===== src/rtl/spi_frame_rx.sv =====
// SPI slave frame receiver: hunts for a HEADER word, then gathers NUM_CH data words into ch_data.
// Optional MISO_ECHO_EN: while cs is low, miso returns the previously received word, MSB first.
//
//  state   | meaning
//  --------+-----------------------------------------------------------
//  HUNT    | waiting for a complete word equal to HEADER
//  COLLECT | storing data words into slot[idx]
//  HOLD    | ch_valid high with ch_data stable until ch_valid & ch_ready
`timescale 1ns/1ps
module spi_frame_rx #(
    parameter int                WORD_W = 14,
    parameter int                NUM_CH = 2,
    parameter logic [WORD_W-1:0] HEADER = 14'h0FFF
) (
    input  logic                     clk,
    input  logic                     rstn,
    input  logic                     sck,
    input  logic                     mosi,
    input  logic                     cs,
    output logic                     miso,
    output logic [NUM_CH*WORD_W-1:0] ch_data,
    output logic                     ch_valid,
    input  logic                     ch_ready,
    output logic                     frame_err
);
    localparam int CNT_W = $clog2(WORD_W + 2);
    localparam int IDX_W = (NUM_CH > 1) ? $clog2(NUM_CH) : 1;

    typedef enum logic [1:0] {HUNT, COLLECT, HOLD} state_t;

    logic [1:0]        sck_sy, cs_sy, mosi_sy;
    logic              sck_q, cs_q;
    logic              sck_rise, cs_fall, cs_rise;
    logic [WORD_W-1:0] shift_reg, word_q;
    logic [CNT_W-1:0]  bit_cnt;
    logic              word_done, len_err;

    state_t                     state, state_d;
    logic [IDX_W-1:0]           idx, idx_d;
    logic [NUM_CH*WORD_W-1:0]   slots, slots_d, data_d;
    logic                       valid_d, err_d, handshake;

    // Sync flops reset to the idle bus level so that cs already low at reset release reads as a fall.
    always_ff @(posedge clk or negedge rstn) begin
        if (!rstn) begin
            sck_sy  <= 2'b00;
            cs_sy   <= 2'b11;
            mosi_sy <= 2'b00;
            sck_q   <= 1'b0;
            cs_q    <= 1'b1;
        end else begin
            sck_sy  <= {sck_sy[0], sck};
            cs_sy   <= {cs_sy[0], cs};
            mosi_sy <= {mosi_sy[0], mosi};
            sck_q   <= sck_sy[1];
            cs_q    <= cs_sy[1];
        end
    end

    assign sck_rise = sck_sy[1] & ~sck_q;
    assign cs_fall  = ~cs_sy[1] & cs_q;
    assign cs_rise  = cs_sy[1] & ~cs_q;

    always_ff @(posedge clk or negedge rstn) begin
        if (!rstn) begin
            shift_reg <= '0;
            bit_cnt   <= '0;
            word_q    <= '0;
            word_done <= 1'b0;
            len_err   <= 1'b0;
        end else begin
            word_done <= cs_rise && (bit_cnt == CNT_W'(WORD_W));
            len_err   <= cs_rise && (bit_cnt != CNT_W'(WORD_W));
            if (cs_rise)
                word_q <= shift_reg;
            if (cs_fall) begin
                shift_reg <= '0;
                bit_cnt   <= '0;
            end else if (sck_rise && !cs_sy[1]) begin
                shift_reg <= {shift_reg[WORD_W-2:0], mosi_sy[1]};
                if (bit_cnt != CNT_W'(WORD_W + 1))
                    bit_cnt <= bit_cnt + 1'b1;
            end
        end
    end

    always_ff @(posedge clk or negedge rstn) begin
        if (!rstn) begin
            state     <= HUNT;
            idx       <= '0;
            slots     <= '0;
            ch_data   <= '0;
            ch_valid  <= 1'b0;
            frame_err <= 1'b0;
        end else begin
            state     <= state_d;
            idx       <= idx_d;
            slots     <= slots_d;
            ch_data   <= data_d;
            ch_valid  <= valid_d;
            frame_err <= err_d;
        end
    end

    assign handshake = ch_valid & ch_ready;

    always_comb begin
        state_d = state;
        idx_d   = idx;
        slots_d = slots;
        data_d  = ch_data;
        valid_d = ch_valid;
        err_d   = 1'b0;
        case (state)
            HUNT: begin
                if (len_err)
                    err_d = 1'b1;
                else if (word_done && word_q == HEADER) begin
                    state_d = COLLECT;
                    idx_d   = '0;
                end
            end
            COLLECT: begin
                if (len_err) begin
                    err_d   = 1'b1;
                    state_d = HUNT;
                    idx_d   = '0;
                end else if (word_done) begin
                    slots_d[int'(idx)*WORD_W +: WORD_W] = word_q;
                    if (idx == IDX_W'(NUM_CH - 1)) begin
                        data_d  = slots_d;
                        valid_d = 1'b1;
                        state_d = HOLD;
                    end else begin
                        idx_d = idx + 1'b1;
                    end
                end
            end
            HOLD: begin
                // A bad word while holding flags an error but keeps the pending frame until accepted.
                if (handshake) begin
                    valid_d = 1'b0;
                    state_d = HUNT;
                    if (len_err)
                        err_d = 1'b1;
                    else if (word_done && word_q == HEADER) begin
                        state_d = COLLECT;
                        idx_d   = '0;
                    end
                end else if (word_done || len_err) begin
                    err_d = 1'b1;
                end
            end
            default: state_d = HUNT;
        endcase
    end

`ifdef MISO_ECHO_EN
    logic [WORD_W-1:0] last_word, tx_shift;
    logic              sck_fall;

    assign sck_fall = ~sck_sy[1] & sck_q;

    always_ff @(posedge clk or negedge rstn) begin
        if (!rstn) begin
            last_word <= '0;
            tx_shift  <= '0;
        end else begin
            if (word_done)
                last_word <= word_q;
            if (cs_fall)
                tx_shift <= last_word;
            else if (sck_fall && !cs_sy[1])
                tx_shift <= {tx_shift[WORD_W-2:0], 1'b0};
        end
    end

    assign miso = ~cs_sy[1] & tx_shift[WORD_W-1];
`else
    assign miso = 1'b0;
`endif

endmodule

===== config.mk =====
export PLATFORM = sky130hd
export DESIGN_NAME = spi_frame_rx
export DESIGN_NICKNAME = d
export VERILOG_FILES = /design/src/rtl/spi_frame_rx.sv
export SDC_FILE = /design/constraint.sdc
export NUM_CORES = 1
export LEC_CHECK = 0
export CAP_MARGIN = 40
export CORE_ASPECT_RATIO = 0.6
export CORE_MARGIN = 1
export CORE_UTILIZATION = 50
export DETAILED_ROUTE_END_ITERATION = 8
export GPL_TIMING_DRIVEN = 0
export PLACE_DENSITY_LB_ADDON = 0.05
export SETUP_SLACK_MARGIN = 0.1
export SYNTH_ARGS = -nofsm -noshare
export SYNTH_HDL_FRONTEND = slang
export SYNTH_SLANG_ARGS = --single-unit

===== constraint.sdc =====
create_clock -name clk -period 3.7 [get_ports clk]
set_input_delay 0.555 -clock clk [delete_from_list [all_inputs] [get_ports clk]]
set_output_delay 0.555 -clock clk [all_outputs]
set_load 0.02 [all_outputs]

==> results.yml <==
setup_path:
  path_max_fanout: 4
  reg2reg_slack_ps: 1940
  max_stage_delay_ps: 610
  critPathSlowestCell: "clkdlybuf4s50_1"
  worstSetupPathType: "register to output port"
  worst-path-buf-inv: 1
  end_kind: "output port"
  crit_chain: "clkdlybuf4s50_1"
  cp_top_family: "buffers and inverters"
  required_ps: 3140
  critPathArrivalTime_ps: 1310
  cp-start-kind: "register"
global_routing:
  grt_pass1_wl_um: 9804
  track_usage_pct: 19.00
  grt_pass1_vias: 1865
  antenna_found_initial: 0
  grt_max_degree: 65
  gr-total-overflow: 0
synth:
  synthCells: 249
  yosysWarningCount: 0
  synth.area.top_cells: "dfrtp_1 62%, mux2_2 17%, nand2_1 2.6%, dfstp_2 2.3%, a21oi_1 2.2%"
  avgSynthCellArea_um2: 13.91
  synth_edf_count: 0
  ys_async_sr_fraction_pct: 100.0
  syn-cell-area_mm2: 0.003465
  syn_nets: 257
  synth_top_cell_by_area: "dfrtp_1"
  synth_flop_cell: "dfrtp_1"
  synth_cell_types: 36
  seq_area_frac_synth_pct: 64.39
  yosys.area.top_type_share_pct: 62.12
  ys_seq_elements: 89
cts:
  clockBufferDepth: 2
  clkLatencyLatePin_ps: 330
  cts_buffers: 9
  postCtsResizedCells: 0
  cts_tree: "done"
  path_clk_slew_ps: 60
  postCtsSetupBuffers: 0
  cts-root-buf: "clkbuf_16"
  cts.htree.levels: 3
  clock-sinks: 89
  cts_hold_buf: 0
placed_design:
  place_area_mm2: 0.003949
  port_buffers: 35
  gp_congestion: 0.7396
  pre_cts_ws_ps: 1835
  dp_hpwl_um: 4077
route:
  first_pass_iters: 5
  routedWlPerCell_um: 15.37
  dr.first_iter.drc_count: 65
  ant_nets: 0
  drcViolationCount: 0
  vias: 2013
  routed_wl_um: 5934
  vias_per_cell: 5.215
floorplanning:
  dieArea_mm2: 0.007277
  initial_core_util_pct: 51.89
  coreArea_mm2: 0.006676
  rows: 23
  chipWidth_um: 109.5
  dieHeight_um: 66.48
  io_pins: 37
min_path:
  hold_class: "primary input to asynchronous set/reset pin"
sta:
  rsz0062_at_grt: "no"
  slew_headroom_pct: 49.34
  timing.fmax_mhz: 536.1
  setup_viol: 0
  min_period_ps: 1865
  drv_slew: 0
  finalHoldViolCount: 0
  post-route-period-util_pct: 50.42
  worstMarginPinSlew_ps: 758.3
  fin_skew_ps: 4.048
  worst_slack_ps: 1835
cells_and_area:
  antenna_cells: 0
  largest-register: "ch_data"
  fin_area_mm2: 0.004213
  largest_reg_flops: 28
  drive_gt1_share_pct: 27.09
  area_growth_pct: 21.60
  nets: 304
power:
  p_per_area_mw_per_mm2: 443.1
  peakVddDrop_v: 0.0003412
  power.leakage_nw: 2.075
run_status:
  status: "finished clean"
run:
  drv_cap: 0
-- cell usage in the layout (no fill, tap or decap), types with 2 or more instances in the layout --
master           instances
clkdlybuf4s50_1         34
a21oi_1                 15
nand3_1                  8
nand3b_1                 8
nor4_1                   3
mux2_1                   3
clkbuf_16                9
inv_1                    4
nor3_1                   2
mux2_2                  53
nand4_1                  2
dfstp_2                  3
and2_1                   2
buf_4                    3
dfrtp_1                 86
buf_2                    6
clkbuf_1                 5
o21ai_0                  4
clkbuf_8                 2
nand2_1                 24
ha_1                     2
or3_1                    2
nand2b_1                 2
-- Yosys cell counts (2+ instances only) --
cell,count
mux2_1,3
nand4_1,2
o21ai_0,4
and2_1,2
or3_1,2
mux2_2,53
ha_1,2
nor4_1,3
nand2_1,24
nor3_1,2
a21oi_1,15
buf_2,6
nand3b_1,8
nand2b_1,2
dfstp_2,3
buf_4,2
nand3_1,8
inv_1,4
dfrtp_1,86
clkbuf_1,2
-- report_power, final --
| part | leakage (nW) | internal, W | switching [W] | total [W] |
|---|---|---|---|---|
| Clock | 0.129 | 0.000485 | 0.000327 | 0.000811 |
| Sequential | 1.21 | 0.000986 | 0.00000998 | 0.000996 |
| Combinational | 0.734 | 0.0000222 | 0.0000370 | 0.0000592 |
| Total | 2.07 | 0.00149 | 0.000374 | 0.00187 |
-- path summary, 6_finish.rpt --
kind	startpoint	end	cells past startpoint
setup / recovery	ch_valid	ch_valid	1
hold / removal	rstn	slots[6]	1
setup reg to reg	state[1]	slots[3]	4
hold reg to reg	sck_sy[0]	sck_sy[1]	0
max in group asynchronous	rstn	cs_sy[0]	2
min in group clk	sck_sy[0]	sck_sy[1]	0
-- cell type report --
type | instances | area (µm²)
multi-input combinational | 145 | 1155
fill | 548 | 2464
clock buffer | 14 | 264.0
inverter | 4 | 15.01
timing repair buffer | 36 | 375.4
buffer | 11 | 63.81
tap | 87 | 108.9
sequential | 89 | 2231
-- per-stage QoR --
stage	hold WS, ps	std cells	setup TNS, ps	util [%]	power (W)
after global routing	152.0	386	0	63.10	0.001941
after detailed placement	334.7	372	0	59.15	0.001075
after floorplan	259.4	249	0	-	0.001037
final	133.9	386	0	63.10	0.001867
after CTS	139.1	386	0	63.10	0.001889
after global placement	331.5	371	-96680	58.77	0.001070
-- cells by family after synthesis --
family / after synthesis / share of synthesized area, %
other: 1 / 0.1082
flip-flops: 89 / 64.39
multiplexers: 56 / 18.20
adder cells (fa/ha/maj): 2 / 0.7222
AO/OA/AOI/OAI: 23 / 3.648
buffers and inverters: 15 / 2.275
AND/OR/NAND/NOR: 63 / 10.65
-- routing by layer --
metal / GRT usage (%) / vias up / part of all wire, %
met2: 25.31 / 46 / 43
met5: 0 / - / 0
met3: 6.458 / 7 / 4.3
met4: 7.000 / 0 / 1.5
li1: - / 970 / -
met1: 28.45 / 990 / 52
Power figures use the tool's default switching activity.
